**config.mk**
```make
export PLATFORM = sky130hd
export DESIGN_NAME = dvi_timing_gen
export DESIGN_NICKNAME = d
export VERILOG_FILES = /design/src/rtl/dvi_timing_gen.sv
export SDC_FILE = /design/constraint.sdc
export NUM_CORES = 1
export LEC_CHECK = 0
export BUFFER_PORTS_ARGS = -buffer_cell sky130_fd_sc_hd__buf_2
export CAP_MARGIN = 20
export CORE_MARGIN = 1.5
export CORE_UTILIZATION = 53
export DETAILED_ROUTE_END_ITERATION = 10
export HOLD_SLACK_MARGIN = 0.05
export PLACE_DENSITY = 0.88
export SYNTH_ARGS = -nofsm -noshare
export SYNTH_HDL_FRONTEND = slang
export SYNTH_SLANG_ARGS = --single-unit
```
**constraint.sdc**
```tcl
create_clock -name clk_i -period 2.1 [get_ports clk_i]
set_clock_uncertainty 0.05 [all_clocks]
set_input_delay 0.42 -clock clk_i [delete_from_list [all_inputs] [get_ports clk_i]]
set_output_delay 0.42 -clock clk_i [all_outputs]
set_load 0.1 [all_outputs]
```
**src/rtl/dvi_timing_gen.sv**
```systemverilog
// Free-running raster position counters with a delayed sync/DE/marker group.
// The delay lines the sync group up with the pixel generator's colour output.
module dvi_timing_gen #(
    parameter int   SCREEN_H_RES = 640,
    parameter int   SCREEN_V_RES = 480,
    parameter int   HSYNC_START  = 656,
    parameter int   HSYNC_END    = 752,
    parameter int   H_TOTAL      = 800,
    parameter int   VSYNC_START  = 490,
    parameter int   VSYNC_END    = 492,
    parameter int   V_TOTAL      = 525,
    parameter int   X_POS_W      = $clog2(H_TOTAL),
    parameter int   Y_POS_W      = $clog2(V_TOTAL),
    parameter logic HSYNC_POL    = 1'b0,
    parameter logic VSYNC_POL    = 1'b0,
    parameter int   PIPE_DELAY   = 1
) (
    input  logic               clk_i,
    input  logic               rst_n_i,
    input  logic               en_i,
    output logic [X_POS_W-1:0] x_o,
    output logic [Y_POS_W-1:0] y_o,
    output logic               hsync_o,
    output logic               vsync_o,
    output logic               de_o,
    output logic               line_start_o,
    output logic               frame_start_o
);

    localparam logic [X_POS_W-1:0] H_LAST  = X_POS_W'(H_TOTAL - 1);
    localparam logic [Y_POS_W-1:0] V_LAST  = Y_POS_W'(V_TOTAL - 1);
    localparam logic [X_POS_W-1:0] H_RES_C = X_POS_W'(SCREEN_H_RES);
    localparam logic [Y_POS_W-1:0] V_RES_C = Y_POS_W'(SCREEN_V_RES);
    localparam logic [X_POS_W-1:0] HS_C    = X_POS_W'(HSYNC_START);
    localparam logic [X_POS_W-1:0] HE_C    = X_POS_W'(HSYNC_END);
    localparam logic [Y_POS_W-1:0] VS_C    = Y_POS_W'(VSYNC_START);
    localparam logic [Y_POS_W-1:0] VE_C    = Y_POS_W'(VSYNC_END);

    // Stage layout: {hsync, vsync, de, line_start, frame_start}, syncs at output level.
    localparam logic [4:0] STAGE_IDLE = {~HSYNC_POL, ~VSYNC_POL, 3'b000};

    logic [X_POS_W-1:0] r_h;
    logic [Y_POS_W-1:0] r_v;
    logic [4:0]         r_pipe [PIPE_DELAY];

    logic w_de;
    logic w_hs_act;
    logic w_vs_act;
    logic w_line_start;
    logic w_frame_start;
    logic [4:0] w_stage_in;

    always_ff @(posedge clk_i or negedge rst_n_i) begin
        if (!rst_n_i) begin
            r_h <= '0;
            r_v <= '0;
        end else if (en_i) begin
            if (r_h == H_LAST) begin
                r_h <= '0;
                r_v <= (r_v == V_LAST) ? '0 : r_v + Y_POS_W'(1);
            end else begin
                r_h <= r_h + X_POS_W'(1);
            end
        end
    end

    assign w_de          = (r_h < H_RES_C) && (r_v < V_RES_C);
    assign w_hs_act      = (r_h >= HS_C) && (r_h < HE_C);
    assign w_vs_act      = (r_v >= VS_C) && (r_v < VE_C);
    assign w_line_start  = (r_h == '0);
    assign w_frame_start = (r_h == '0) && (r_v == '0);
    assign w_stage_in    = {w_hs_act ? HSYNC_POL : ~HSYNC_POL,
                            w_vs_act ? VSYNC_POL : ~VSYNC_POL,
                            w_de, w_line_start, w_frame_start};

    always_ff @(posedge clk_i or negedge rst_n_i) begin
        if (!rst_n_i) begin
            for (int i = 0; i < PIPE_DELAY; i++) r_pipe[i] <= STAGE_IDLE;
        end else if (en_i) begin
            r_pipe[0] <= w_stage_in;
            for (int i = 1; i < PIPE_DELAY; i++) r_pipe[i] <= r_pipe[i-1];
        end
    end

    assign x_o           = r_h;
    assign y_o           = r_v;
    assign hsync_o       = r_pipe[PIPE_DELAY-1][4];
    assign vsync_o       = r_pipe[PIPE_DELAY-1][3];
    assign de_o          = r_pipe[PIPE_DELAY-1][2];
    assign line_start_o  = r_pipe[PIPE_DELAY-1][1];
    assign frame_start_o = r_pipe[PIPE_DELAY-1][0];

endmodule
```
==> metrics, run 1 <==
Post-Syn Instances 131; Initial Utilization 58.0%; Switch Pwr 707 uW; Root Driver clkbuf_4; fin crit share 91.7%; final setup fails 0; synthesis warning total 0; Pint 721 uW; sequential share of the synthesized area 47.1%; RSZ-0062 raised after global routing no; EDFF count, synth 0; worst-path maximum fanout 7; top-area cell type share of the netlist area 43.2%; largest stage delay on the critical path 410 ps; register bit total from synthesis 25; die footprint 2820 um2; TritonCTS clock tree done; Post-CTS Hold Fix Bufs 1; CTS clk-pin slew, worst paths 140 ps; critical path data required time 2270 ps; max_cap viols 0; first-pass GRT wire length 4530 um; area grow syn2layout 15.6%; gr ovfl total 0; fin util 67.0%; largest family of logic cells by synthesized area simple AND/OR/NAND/NOR gates; Placer Congestion 0.915; most frequent cell after synthesis dfrtp_1; Compound-Gate Fraction of Synth Area 12.2%; Comb power frac 42.0%; mux contribution to synthesized area 2.44%; die width 53.1 um; Pleak 0.000693 uW; syn nets 138; Post-CTS Resized 0; final net count 169; Setup CP Type register to register; CTS Buf Count 3; Final Hold Viols 0; Synth cell types 39; adder-cell area share of the yosys netlist 3.76%; maximum VDD drop 0.00101 V; first-pass iteration count of the detailed router 4; R2R cell count 5; relative slew slack 63.3%; Clk pwr share 14.6%; Die Ht 53.1 um; main flop type after synthesis dfrtp_1; largest net degree at the start of global routing 26; DRT iter0 DRCs 26; Core ar. 2300 um2; post-synthesis area per instance 10.2 um2; Slew @ Worst Pin 550 ps; reg-to-reg endpoint y_o[8]; P per Cell Area 927 nW/um2; Routed WL per cell 14.7 um; final wirelength 2780 um; htree depth 1; setup repair bufs after CTS 0; clock sinks 25; via density per instance 5.99; reg2reg setup slack 180 ps; worst hold path class input port to register; Top delay family on crit path simple AND/OR/NAND/NOR gates; Routed Antenna Nets 0; setup TNS 0 ps; Async SR Flop Fraction 100%; arrival time worst endpoint 2100 ps; Residual DRC 0; Tmin final 1920 ps; start point of the worst hold path en_i; post-synthesis simple-gate area fraction 25.0%; antenna violations before repair 0; IO Port Bufs 27; CP max stage cell dfrtp_2; synth top area cells dfrtp_1, o21ai_0, nand3_1, dfstp_2, ha_1; routed via count 1133; Setup crit end kind register; Slew Viols, Final 0; kind of start point of the critical path register; Post-Synthesis Cell Area 1330 um2; vias in the first global route 1024; ANT cells 0; max frequency 0.520 GHz; post-synthesis xor/xnor area fraction 5.26%; post-detail-place hpwl 2040 um; share of cells above drive strength 1 30.4%; status complete, no violations; clk_lat worst skew 320 ps; I/O pins 28; Net Sw Frac 49.5%; cell taking the most area after synthesis dfrtp_1; cell count of the worst hold path 3; Worst R2R Start x_o[1]; Critical Path, Cell by Cell ha_1, and4_1, nand4_4, nor3_1, mux2_2; GRT Util Overall 21.8%; Worst Hold Endpoint r_pipe[3]; synth cell count leaders dfrtp_1, o21ai_0, nand3_1; Crit path buffers/inverters 0; # rows 17; Longest Clk Path Bufs 2; Flop pwr share 43.4%; power consumption 1430 uW
worst register-to-register path, cell delays in order (launching register included):
cell and delay (ps):
dfrtp_2 410, ha_1 220, and4_1 410, nand4_4 180, nor3_1 200, mux2_2 350
layer usage:
layer	wire length (um)	vias to the layer above	GRT usage [%]
met4	10	0	7.69
met1	1300	558	28.5
met3	124	2	2.82
li1	-	540	-
met5	0	-	0
met2	1350	33	36.9
sequential cells by signal, summed over array words and instances, names as in the netlist:
name,count
r_pipe,5
x_o,10
y_o,10
logic make-up after synthesis:
group,after synthesis
AOI/OAI and AO/OA,26
xor gates and xnor gates,8
adders and majority gates,4
buffers and inverters,12
DFF,25
muxes,3
and+or+nand+nor,53
power by group through the flow:
stage | sequential [uW] | clock, uW | combinational, uW
after floorplan | 987 | 0 | 147
after global placement | 621 | 0 | 596
after detailed placement | 629 | 0 | 602
after CTS | 619 | 220 | 605
after global routing | 631 | 238 | 626
final | 619 | 209 | 600
per-stage QoR:
step	setup slack [ps]	cell area (um2)	instances	hold WS (ps)
6_report	175	1540	189	397
5_1_grt	44.7	1540	189	394
4_1_cts	179	1540	189	383
3_5_place_dp	208	1500	184	389
3_3_place_gp	297	1500	184	379
2_1_floorplan	0.610	1340	131	74.4
worst max-delay path by stage:
stage	from	end	slack, ps	cells past startpoint
global placement	x_o[0]	y_o[8]	300	5
detailed placement	x_o[1]	y_o[8]	210	5
floorplan	y_o[2]	y_o[8]	0.6	4
global route	x_o[0]	y_o[8]	40	5
finish	x_o[1]	y_o[8]	180	5
CTS	x_o[1]	y_o[8]	180	5
cell type report:
cell class | instances | area (um2)
Clock buffer | 3 | 22.5
Clock inverter | 1 | 5.00
Fill cell | 196 | 757
Inverter | 8 | 30.0
Multi-Input combinational cell | 94 | 648
Sequential cell | 25 | 639
Tap cell | 28 | 35.0
Timing Repair Buffer | 30 | 160
cell usage in the layout, fill, tap and decap left out, types with 2 or more instances in the layout:
master and n:
buf_4 2, nand2_1 7, nand4_1 6, dfstp_2 2, and3_1 2, mux2_2 2
nand3_1 11, buf_2 27, xnor2_1 5, inv_1 8, and4_1 2, a21oi_1 4
dfrtp_2 9, xor2_1 3, nor2_1 5, o41ai_1 3, o21ai_0 12, ha_1 4
clkbuf_4 3, and2_1 5, dfrtp_1 14, nor3_1 4
Note: power is estimated with default switching activity, not from simulation.
==> inputs of run 2 (changes only) <==
- CORE_UTILIZATION: 53 -> 30
- PLACE_DENSITY: 0.88 -> 0.59
==> run 2 against run 1 <==
Worst setup slack got worse by 16 ps. Critical path type unchanged. Sequential share of layout area fell by 1.4 points. Cell area increased by 3.5%. Largest power group unchanged. Largest cell class unchanged. Critical path depth is the same. Sequential power is 0.6% higher. Core utilization down 30 points. First-iteration DRC count grew to 3.2 times the previous value.
==> metrics, run 2 (synthesis results as in run 1) <==
Tmin final 1940 ps (+16.5 ps); first-pass GRT wire length 5260 um (+16%); htree depth 1 (unchanged); Crit path buffers/inverters 0 (unchanged); Critical Path, Cell by Cell ha_1, and4_1, nand4_4, nor3_1, mux2_2; CP max stage cell and4_1; setup repair bufs after CTS 0 (unchanged); worst-path maximum fanout 7 (unchanged); Final Hold Viols 0 (unchanged); RSZ-0062 raised after global routing no; die footprint 4850 um2 (+72%); Slew @ Worst Pin 569 ps (+18.6 ps); IO Port Bufs 27 (unchanged); setup TNS 0 ps (unchanged); Longest Clk Path Bufs 2 (unchanged); CTS Buf Count 3 (unchanged); vias in the first global route 1085 (+6.0%); via density per instance 5.36 (-11%); DRT iter0 DRCs 84 (+220%); share of cells above drive strength 1 31.7% (+1.2 points); maximum VDD drop 0.000313 V (-69%); TritonCTS clock tree done; antenna violations before repair 0 (unchanged); reg-to-reg endpoint y_o[8]; die width 69.6 um (+31%); Die Ht 69.6 um (+31%); Setup CP Type register to register; Routed Antenna Nets 0 (unchanged); Core ar. 4320 um2 (+88%); final setup fails 0 (unchanged); CTS clk-pin slew, worst paths 100 ps (-40 ps); most frequent cells in the layout buf_2, dfrtp_1, o21ai_0; # rows 24 (+7); first-pass iteration count of the detailed router 4 (unchanged); clk_lat worst skew 270 ps (-50 ps); Slew Viols, Final 0 (unchanged); Root Driver clkbuf_8; fin crit share 92.4% (+0.79 points); post-detail-place hpwl 2220 um (+8.6%); end point of the critical path y_o[8]; gr ovfl total 0 (unchanged); largest stage delay on the critical path 440 ps (+30 ps); commonest non-fill, non-tap cell in the layout buf_2; largest net degree at the start of global routing 26 (unchanged); critical path depth in cells 5 (unchanged); reg2reg setup slack 160 ps (-20 ps); Residual DRC 0 (unchanged); Fill cells 464 (+140%); arrival time worst endpoint 2060 ps (-40 ps); Worst R2R Start x_o[1]; critical path data required time 2220 ps (-50 ps); Pleak 0.000698 uW (+0.77%); Top delay family on crit path simple AND/OR/NAND/NOR gates; R2R cell count 5 (unchanged); Routed WL per cell 14.3 um (-2.5%); Register Area 639 um2 (unchanged); worst hold path class input port to asynchronous set/reset pin; kind of start point of the critical path register; relative slew slack 62.1% (-1.2 points); final net count 169 (unchanged); Setup crit end kind register; max frequency 0.515 GHz (-0.85%); I/O pins 28 (unchanged); Initial Utilization 30.8% (-27 points); max_cap viols 0 (unchanged); GRT Util Overall 13.2% (-8.6 points); Placer Congestion 0.855 (-6.6%); status complete, no violations; area grow syn2layout 19.6%; P per Cell Area 956 nW/um2 (+3.1%); ANT cells 0 (unchanged); routed via count 1142 (+0.79%); final wirelength 3050 um (+9.9%); Setup crit start x_o[1]; clock sinks 25 (unchanged); fin util 36.9% (-30 points); footprint of the multi-input gates 653 um2 (+0.77%)
run 2: worst reg2reg max path, stage by stage, from the launching register on:
cell     delay, ps
dfrtp_2        400
ha_1           210
and4_1         440
nand4_4        180
nor3_1         210
mux2_2         350
run 2: how the worst min path moves through the flow:
stage                 start         to  slack, ps
floorplan           rst_n_i  r_pipe[0]         70
global placement    rst_n_i     x_o[7]        400
detailed placement  rst_n_i     x_o[7]        410
CTS                 rst_n_i     y_o[4]        110
global route        rst_n_i     y_o[4]        130
finish              rst_n_i     y_o[5]         80
run 2: layout make-up:
class / instances / share of cell area, %
Timing Repair Buffer: 30 / 9.89
Sequential cell: 25 / 40.1
Multi-Input combinational cell: 94 / 41.0
Clock buffer: 3 / 2.59
Inverter: 8 / 1.88
Clock inverter: 1 / 0.471
Tap cell: 52 / 4.08
run 2: report_power, final:
part	internal [uW]	switching (uW)	leakage, uW
registers	541	82.0	0.000312
clock network	135	165	0.0000217
logic	107	494	0.000364
total	783	741	0.000698
run 2: timing repair:
action / 4_1_cts / 5_1_grt
setup endpoints to repair: 0 / 1
gates resized for setup: 0 / 1
hold buffers: 0 / 0
run 2: routing by layer:
metal,vias up,wire (um),track usage [%],part of all wire (%)
met2,26,1450,20.7,47
met3,2,133,2.33,4.4
li1,544,-,-,-
met1,570,1460,19.0,48
met5,-,0,0,0
met4,0,15,3.21,0.49
run 2: per-stage QoR:
| step | setup slack (ps) | cell area, um2 | std cells | power [uW] | hold slack (ps) |
|---|---|---|---|---|---|
| floorplan | 0.610 | 1340 | 131 | 1130 | 74.4 |
| global placement | 278 | 1540 | 209 | 1230 | 399 |
| detailed placement | 229 | 1540 | 209 | 1230 | 411 |
| CTS | 205 | 1590 | 213 | 1530 | 111 |
| global route | 24.3 | 1590 | 213 | 1590 | 130 |
| finish | 159 | 1590 | 213 | 1520 | 79.0 |
==> inputs of run 3 (changes only) <==
- CORE_UTILIZATION: 30 -> 40
- PLACE_DENSITY: 0.59 -> 0.71
==> run 3 against run 2 <==
Wire length shrank 5.5%. Register-to-register slack gained 140 ps. Via count shrank 0.96%. Clock power shrank 28%. Cell area shrank 1.7%. Core utilization grew 14 points. Combinational power is essentially flat. Sequential cell count is the same. Worst setup slack gained 140 ps.
==> metrics, run 3 (synthesis results as in run 1) <==
status complete, no violations; arrival time worst endpoint 1970 ps (-90 ps); critical path data required time 2270 ps (+50 ps); IO Port Bufs 27 (unchanged); TritonCTS clock tree done; clock sinks 25 (unchanged); ANT cells 0 (unchanged); P per Cell Area 919 nW/um2 (-3.8%); worst-path maximum fanout 7 (unchanged); final net count 170 (+0.59%); # rows 20 (-17%); Pleak 0.000696 uW (-0.38%); Root Driver clkbuf_4; max_cap viols 0 (unchanged); max frequency 0.556 GHz (+7.9%); Core ar. 3100 um2 (-28%); first-pass iteration count of the detailed router 5 (+1); CP max stage cell dfrtp_2; via density per instance 5.49 (+2.4%); Tmin final 1800 ps (-142 ps); largest stage delay on the critical path 400 ps (-40 ps); Non-Filler Instances 206 (-3.3%); Setup crit start x_o[0]; gr ovfl total 0 (unchanged); worst hold margin 388 ps (+309 ps); start point of the worst hold path en_i; relative slew slack 63.7% (+1.6 points); worst hold path class input port to register; fin util 50.5% (+14 points); Slew Viols, Final 0 (unchanged); Worst R2R Start x_o[0]; share of cells above drive strength 1 30.2% (-1.4 points); setup TNS 0 ps (unchanged); maximum VDD drop 0.000321 V (+2.4%); Slew @ Worst Pin 544 ps (-24.6 ps); power consumption 1440 uW (-5.5%); Initial Utilization 42.9% (+12 points); antenna violations before repair 0 (unchanged); htree depth 1 (unchanged); final setup fails 0 (unchanged); die footprint 3690 um2 (-24%); final wirelength 2890 um (-5.5%); clk_lat worst skew 320 ps (+50 ps); Setup CP Type register to register; first-pass GRT wire length 5100 um (-3.1%); area grow syn2layout 17.6%; I/O pins 28 (unchanged); Residual DRC 0 (unchanged); Final Hold Viols 0 (unchanged); Routed Antenna Nets 0 (unchanged); die width 60.7 um (-13%); Inst Count DP 201 (-3.8%); kind of start point of the critical path register; CTS clk-pin slew, worst paths 140 ps (+40 ps); largest net degree at the start of global routing 26 (unchanged); Fill cells 319 (-31%); fin crit share 85.7% (-6.8 points); Setup crit end kind register; Die Ht 60.7 um (-13%); RSZ-0062 raised after global routing no; DRT iter0 DRCs 57 (-32%); post-detail-place hpwl 2180 um (-1.6%); Routed WL per cell 14.0 um (-2.3%); Top delay family on crit path simple AND/OR/NAND/NOR gates; commonest non-fill, non-tap cell in the layout buf_2; vias in the first global route 1065 (-1.8%); GRT Util Overall 18.4% (+5.1 points); routed via count 1131 (-0.96%); Critical Path, Cell by Cell ha_1, and4_1, nand4_4, nor3_1, mux2_2; most frequent cells in the layout buf_2, dfrtp_1, o21ai_0; Crit path buffers/inverters 0 (unchanged); Post-CTS Resized 0 (unchanged); Placer Congestion 0.900 (+5.2%); CTS Buf Count 3 (unchanged); Longest Clk Path Bufs 2 (unchanged)
-- run 3: cell count changes in the layout (fill, tap and decap cells not counted) --
cell	delta
nand3_2	-1
dlygate4sd3_1	+1
clkbuf_4	+3
nand3_1	+1
clkbuf_1	+1
clkinvlp_4	-1
clkbuf_8	-3
-- run 3: tightest hold or removal path, delay by kind of cell --
| family | cells | cell delay (ps) |
|---|---|---|
| buffers and inverters | 2 | 270 |
| AO/OA/AOI/OAI | 1 | 80 |
-- run 3: per-stage QoR --
step / instance area, um2 / setup slack, ps
CTS: 1570 / 288
detailed placement: 1530 / 315
floorplan: 1340 / 0.610
finish: 1570 / 301
global route: 1570 / 152
global placement: 1530 / 360
-- run 3: final timing paths --
kind,endpoint,slack [ps],cells past startpoint
hold / removal,r_pipe[3],390,3
min in group asynchronous,x_o[7],560,2
hold reg to reg,r_pipe[3],450,2
setup / recovery,y_o[8],300,5
max in group asynchronous,y_o[0],1050,2
setup reg to reg,y_o[8],300,5
-- run 3: routing by layer --
metal	global-route usage [%]	wire length, um
met1	26.9	1370
met2	28.9	1360
met3	2.56	146
met4	4.66	14
met5	0	0
-- run 3: repair_timing --
| item | in CTS | in global routing |
|---|---|---|
| hold endpoints to repair | 23 | 0 |
| buffers inserted | 0 | 0 |
| hold buffers | 1 | 0 |
-- run 3: layout make-up --
cell class	count	area, um2	area share (%)
sequential	25	639	40.8
clock buffer	4	26.3	1.68
inverter	8	30.0	1.92
tap	44	55.1	3.51
timing repair buffer	31	168	10.7
multi-input combinational	94	648	41.4
-- run 3: report_power, final --
group | internal [uW] | total [uW] | switching [uW]
Clock | 74.3 | 216 | 142
Combinational | 111 | 604 | 494
Sequential | 541 | 620 | 78.7
